## src/rtl/instr_fetch_if.sv

```systemverilog
// Fetch-stage bus bundle: instruction-memory request/grant/response channel
// plus the valid/ready instruction channel towards the decoder.
interface instr_fetch_if;
  logic        req_o;
  logic [31:0] addr_o;
  logic        gnt_i;
  logic        rvalid_i;
  logic [31:0] rdata_i;
  logic        valid_o;
  logic        ready_i;
  logic [31:0] instr_o;
  logic [31:0] pc_o;

  // master: the fetch stage; slave: memory plus decoder side
  modport master (
    output req_o, addr_o, valid_o, instr_o, pc_o,
    input  gnt_i, rvalid_i, rdata_i, ready_i
  );

  modport slave (
    input  req_o, addr_o, valid_o, instr_o, pc_o,
    output gnt_i, rvalid_i, rdata_i, ready_i
  );
endinterface

```

## src/rtl/instr_fetch.sv

```systemverilog
// Instruction fetch stage: PC, single-outstanding memory fetch FSM and a
// small prefetch FIFO of {pc, instr} feeding the decoder.
module instr_fetch #(
  parameter logic [31:0] RESET_PC = 32'h0000_0000,
  parameter int          DEPTH    = 2
) (
  input  logic          clk,
  input  logic          rstn_i,
  input  logic          branch_i,
  input  logic [31:0]   target_i,
  instr_fetch_if.master bus
);

  localparam int AW = $clog2(DEPTH);
  localparam int CW = AW + 1;

  typedef enum logic [1:0] {S_IDLE, S_WAIT, S_DISCARD} state_t;

  state_t        r_state, w_state_nxt;
  logic [31:0]   r_pc;
  logic [31:0]   r_fetch_pc;
  logic [31:0]   r_fifo_pc    [DEPTH];
  logic [31:0]   r_fifo_instr [DEPTH];
  logic [AW-1:0] r_rd_ptr, r_wr_ptr;
  logic [CW-1:0] r_count;

  logic          w_valid, w_req, w_grant, w_push, w_pop;
  logic [31:0]   w_target;

  assign w_valid  = (r_count != '0);
  assign w_req    = rstn_i && (r_state == S_IDLE) && (r_count < CW'(DEPTH));
  assign w_grant  = w_req && bus.gnt_i;
  // A redirect wins over both FIFO ports in the same cycle.
  assign w_pop    = w_valid && bus.ready_i && !branch_i;
  assign w_push   = (r_state == S_WAIT) && bus.rvalid_i && !branch_i;
  assign w_target = target_i & 32'hFFFF_FFFC;

  always_comb begin
    // NOTE: assigning the default first keeps every path driven, so no latch is inferred.
    w_state_nxt = r_state;
    if (branch_i) begin
      if (bus.rvalid_i && (r_state != S_IDLE)) begin
        w_state_nxt = S_IDLE;
      end else if (w_grant || (r_state == S_WAIT)) begin
        w_state_nxt = S_DISCARD;
      end
    end else begin
      case (r_state)
        S_IDLE:    if (w_grant)      w_state_nxt = S_WAIT;
        S_WAIT:    if (bus.rvalid_i) w_state_nxt = S_IDLE;
        S_DISCARD: if (bus.rvalid_i) w_state_nxt = S_IDLE;
        default:                     w_state_nxt = S_IDLE;
      endcase
    end
  end

  always_ff @(posedge clk) begin
    // NOTE: sequential state uses non-blocking assignments so every register samples pre-edge values.
    if (!rstn_i) begin
      r_state    <= S_IDLE;
      r_pc       <= RESET_PC;
      r_fetch_pc <= RESET_PC;
      r_rd_ptr   <= '0;
      r_wr_ptr   <= '0;
      r_count    <= '0;
    end else begin
      r_state <= w_state_nxt;
      if (branch_i) begin
        r_pc <= w_target;
      end else if (w_grant) begin
        r_pc <= r_pc + 32'd4;
      end
      if (w_grant) begin
        r_fetch_pc <= r_pc;
      end
      if (branch_i) begin
        r_rd_ptr <= '0;
        r_wr_ptr <= '0;
        r_count  <= '0;
      end else begin
        if (w_pop)  r_rd_ptr <= r_rd_ptr + AW'(1);
        if (w_push) r_wr_ptr <= r_wr_ptr + AW'(1);
        case ({w_push, w_pop})
          2'b10:   r_count <= r_count + CW'(1);
          2'b01:   r_count <= r_count - CW'(1);
          default: r_count <= r_count;
        endcase
      end
    end
  end

  // NOTE: FIFO storage is deliberately not reset; count gates its visibility.
  always_ff @(posedge clk) begin
    if (w_push) begin
      r_fifo_pc[r_wr_ptr]    <= r_fetch_pc;
      r_fifo_instr[r_wr_ptr] <= bus.rdata_i;
    end
  end

  assign bus.req_o   = w_req;
  assign bus.addr_o  = r_pc;
  assign bus.valid_o = w_valid;
  assign bus.instr_o = w_valid ? r_fifo_instr[r_rd_ptr] : '0;
  assign bus.pc_o    = w_valid ? r_fifo_pc[r_rd_ptr]    : '0;

endmodule

```

## src/flat_wrapper.sv

```systemverilog
// flat-port wrapper written by rule: the top's interface ports become plain ports
module instr_fetch_flat 
#(
  parameter logic [31:0] RESET_PC = 32'h0000_0000,
  parameter int          DEPTH    = 2
)
  (clk, rstn_i, branch_i, target_i, bus_req_o, bus_addr_o, bus_valid_o, bus_instr_o, bus_pc_o, bus_gnt_i, bus_rvalid_i, bus_rdata_i, bus_ready_i);
  instr_fetch_if bus_i ();
  input  logic clk;
  input  logic rstn_i;
  input  logic branch_i;
  input  logic [31:0] target_i;
  output wire logic [$bits(bus_i.req_o)-1:0] bus_req_o;
  output wire logic [$bits(bus_i.addr_o)-1:0] bus_addr_o;
  output wire logic [$bits(bus_i.valid_o)-1:0] bus_valid_o;
  output wire logic [$bits(bus_i.instr_o)-1:0] bus_instr_o;
  output wire logic [$bits(bus_i.pc_o)-1:0] bus_pc_o;
  input wire logic [$bits(bus_i.gnt_i)-1:0] bus_gnt_i;
  input wire logic [$bits(bus_i.rvalid_i)-1:0] bus_rvalid_i;
  input wire logic [$bits(bus_i.rdata_i)-1:0] bus_rdata_i;
  input wire logic [$bits(bus_i.ready_i)-1:0] bus_ready_i;
  assign bus_req_o = bus_i.req_o;
  assign bus_addr_o = bus_i.addr_o;
  assign bus_valid_o = bus_i.valid_o;
  assign bus_instr_o = bus_i.instr_o;
  assign bus_pc_o = bus_i.pc_o;
  assign bus_i.gnt_i = bus_gnt_i;
  assign bus_i.rvalid_i = bus_rvalid_i;
  assign bus_i.rdata_i = bus_rdata_i;
  assign bus_i.ready_i = bus_ready_i;
  instr_fetch #(.RESET_PC(RESET_PC), .DEPTH(DEPTH)) u_core (.clk(clk), .rstn_i(rstn_i), .branch_i(branch_i), .target_i(target_i), .bus(bus_i));
endmodule
```

## config.mk

```make
export PLATFORM = sky130hd
export DESIGN_NAME = instr_fetch_flat
export DESIGN_NICKNAME = d
export VERILOG_FILES = /design/src/rtl/instr_fetch_if.sv /design/src/rtl/instr_fetch.sv /design/src/flat_wrapper.sv
export SDC_FILE = /design/constraint.sdc
export NUM_CORES = 1
export LEC_CHECK = 0
export CAP_MARGIN = 20
export CORE_ASPECT_RATIO = 0.6
export CORE_UTILIZATION = 45
export CTS_CLUSTER_SIZE = 12
export DETAILED_ROUTE_END_ITERATION = 12
export DONT_BUFFER_PORTS = 1
export PLACE_DENSITY = 0.62
export SETUP_SLACK_MARGIN = 0.3
export SLEW_MARGIN = 0
export SYNTH_ARGS = -nofsm -noshare
export SYNTH_HDL_FRONTEND = slang
export SYNTH_SLANG_ARGS = --single-unit
```

## constraint.sdc

```tcl
create_clock -name clk -period 10.2 [get_ports clk]
set_input_delay 2.04 -clock clk [delete_from_list [all_inputs] [get_ports clk]]
set_output_delay 2.04 -clock clk [all_outputs]
set_load 0.1 [all_outputs]
```

==> results.json <==
{
  "finalMaxSlewViolations": 0,
  "grt_overflow": 0,
  "ys_warn_count": 0,
  "wirelength_um": 16680,
  "drt_pass1_iterations": 5,
  "seq_power_share_pct": 53.6,
  "switchingPower_uw": 505.0,
  "cts-root-buf": "clkbuf_16",
  "die_x_um": 171.0,
  "wl_met3_um": 1560,
  "hpwl_um": 10670,
  "setup_ws_ps": 5228,
  "initialDrtViolationCount": 398,
  "syn_area_sq_um": 7712,
  "p_sw_share_pct": 28.68,
  "viasPerCell": 5.317,
  "synth_top_flop_cell": "edfxtp_1",
  "holdWs_ps": 446.3,
  "area_growth_pct": 12.90,
  "synth_edf_count": 124,
  "pwr-share-clk_pct": 35.7,
  "wl_met1_um": 7677,
  "rsz0062_at_grt": "false",
  "irDropWorstVdd_mv": 0.1095,
  "async_reset_ff_share_pct": 0,
  "multi_input_area_sq_um": 2648,
  "rows": 36,
  "ctsResizeCount": 0,
  "worst_setup_path_end_kind": "output pin",
  "hp-class": "reg2reg",
  "top_layer": "met4",
  "gp_congestion": 0.8541,
  "path_buf_inv": 0,
  "max-cap-violations": 0,
  "path_max_fanout": 67,
  "hold_violations": 0,
  "core_area_sq_um": 16490,
  "comb_power_share_pct": 10.7,
  "crit_family": "simple AND/OR/NAND/NOR gates",
  "start_util_pct": 46.78,
  "ys_seq_area_share_pct": 65.67,
  "period_share_pct": 48.75,
  "max_freq_mhz": 201.1,
  "path_clk_slew_ps": 60,
  "slew_headroom_pct": 21.43,
  "fillers": 1444,
  "die_h_um": 103.4,
  "setup_violations": 0,
  "port_buffers": 0,
  "ys_top_cells_by_area": "edfxtp_1, dfxtp_1, mux2i_1, nand2_1, nor2_1",
  "nets": 706,
  "fin_tns_setup_ps": 0,
  "vias": 4647,
  "cts_buffers": 17,
  "clkSinkCount": 191,
  "internal-power_mw": 1.256,
  "synth.most_common_cell": "edfxtp_1",
  "die_area_sq_um": 17680,
  "drtAntennaViolNets": 0,
  "crit_slowest_cell": "nor2_2",
  "fin_crit_ps": 4972,
  "stdcell_area_sq_um": 8707,
  "crit_arrival_ps": 2930,
  "p_per_area_nw_per_um2": 202.2,
  "wl_per_cell_um": 19.08,
  "grt_max_degree": 68,
  "synth.distinct_cells": 38,
  "netlist.area_leader.share_pct": 48.28,
  "grt_pass1_wl_um": 25310,
  "antenna_found_initial": 1,
  "cpPeakStageDelay_ps": 830,
  "startpoint_type": "input port",
  "drive_gt1_share_pct": 17.36,
  "cts_tree": "done",
  "fin_util_pct": 52.82,
  "grt_pass1_vias": 4491,
  "wl_met2_um": 7368,
  "path_class": "in2out",
  "yosys.area.top_type": "edfxtp_1",
  "drc_errors": 0,
  "status": "completed",
  "ys_ff_latch": 191,
  "syn_area_per_cell_sq_um": 12.07,
  "tightestPinTransition_ps": 1177,
  "placedCellCount": 840,
  "placed_area_sq_um": 8110,
  "synth_common_cells": "edfxtp_1, nand2_1, nor2_1, dfxtp_1, mux2i_1",
  "crit_chain": "nand2_1 > nor2_2",
  "fin_skew_ps": 7.265,
  "ios": 168,
  "cts_setup_buffers": 0,
  "power_mw": 1.761,
  "clock_latency_ps": 420,
  "dp_slack_ps": 5239,
  "final-instance-count-excl-fill": 874,
  "grt_usage_pct": 19.39,
  "cts_buffer_depth": 2,
  "synth_cells": 639,
  "leakage_nw": 2.700,
  "hold_buffers": 0,
  "required_ps": 8160,
  "area.sequential_sq_um": 5069,
  "htreeDepth": 4
}
layout make-up:
type                            count  area share (%)
Sequential cell                   191           58.21
Multi-Input combinational cell    403           30.41
Antenna cell                        1         0.02874
Clock buffer                       20           5.259
Tap cell                          228           3.276
Inverter                            7          0.3018
Timing Repair Buffer               12           1.265
Clock inverter                     12           1.250
cells by family after synthesis:
family / Yosys count / synth area share [%]
AO/OA/AOI/OAI: 93 / 7.333
XOR/XNOR: 32 / 3.634
adder cells (fa/ha/maj): 4 / 0.6490
buffers and inverters: 48 / 2.563
flip-flops: 191 / 65.67
multiplexers: 64 / 8.322
other: 1 / 0.04862
AND/OR/NAND/NOR: 206 / 11.78
cells in the final DEF (no fill, tap or decap), types with 2 or more instances in the layout:
cell,count
a21boi_0,30
a21oi_1,27
and2_1,5
and3_1,3
and4_1,2
buf_4,11
clkbuf_1,2
clkbuf_16,18
clkinv_1,2
clkinv_2,3
clkinv_4,3
conb_1,4
dfxtp_1,66
edfxtp_1,124
ha_1,4
inv_1,6
inv_6,3
mux2i_1,63
nand2_1,84
nand3_1,12
nand4_1,11
nor2_1,11
nor2_2,63
nor2_4,3
nor3_1,3
nor4_1,2
o211a_1,2
o21ai_0,29
xnor2_1,10
xor2_1,22
power by group through the flow:
stage                     sequential, mW  combinational [mW]  clock [mW]
after detailed placement           0.961               0.189           0
after global placement             0.959               0.185           0
after floorplan                    0.959               0.151           0
final                              0.943               0.188       0.629
after global routing               0.947               0.202       0.676
after CTS                          0.944               0.189       0.646
layer usage:
layer	up-vias	track usage, %
met1	2263	26.79
met3	9	6.126
met5	-	0
met2	129	29.11
li1	2246	-
met4	0	6.387
sequential cells by signal, summed over array words and instances (netlist names), named ones only:
register / flops
u_core.r_fifo_instr: 64
u_core.r_fifo_pc: 60
u_core.bus.addr_o: 30
u_core.r_fetch_pc: 30
u_core.r_count: 2
u_core.r_state: 2
u_core.r_rd_ptr: 1
u_core.r_wr_ptr: 1
path summary, 6_finish.rpt:
check	startpoint	endpoint	slack, ps	depth (start not counted)
worst max-delay path	rstn_i	bus_req_o	5230	2
worst max register to register	u_core.r_count[0]	u_core.r_count[1]	6770	8
worst min-delay path	u_core.r_fetch_pc[15]	u_core.r_fifo_pc[1][15]	450	0
worst min register to register	u_core.r_fetch_pc[15]	u_core.r_fifo_pc[1][15]	450	0
Power figures use the tool's default switching activity.
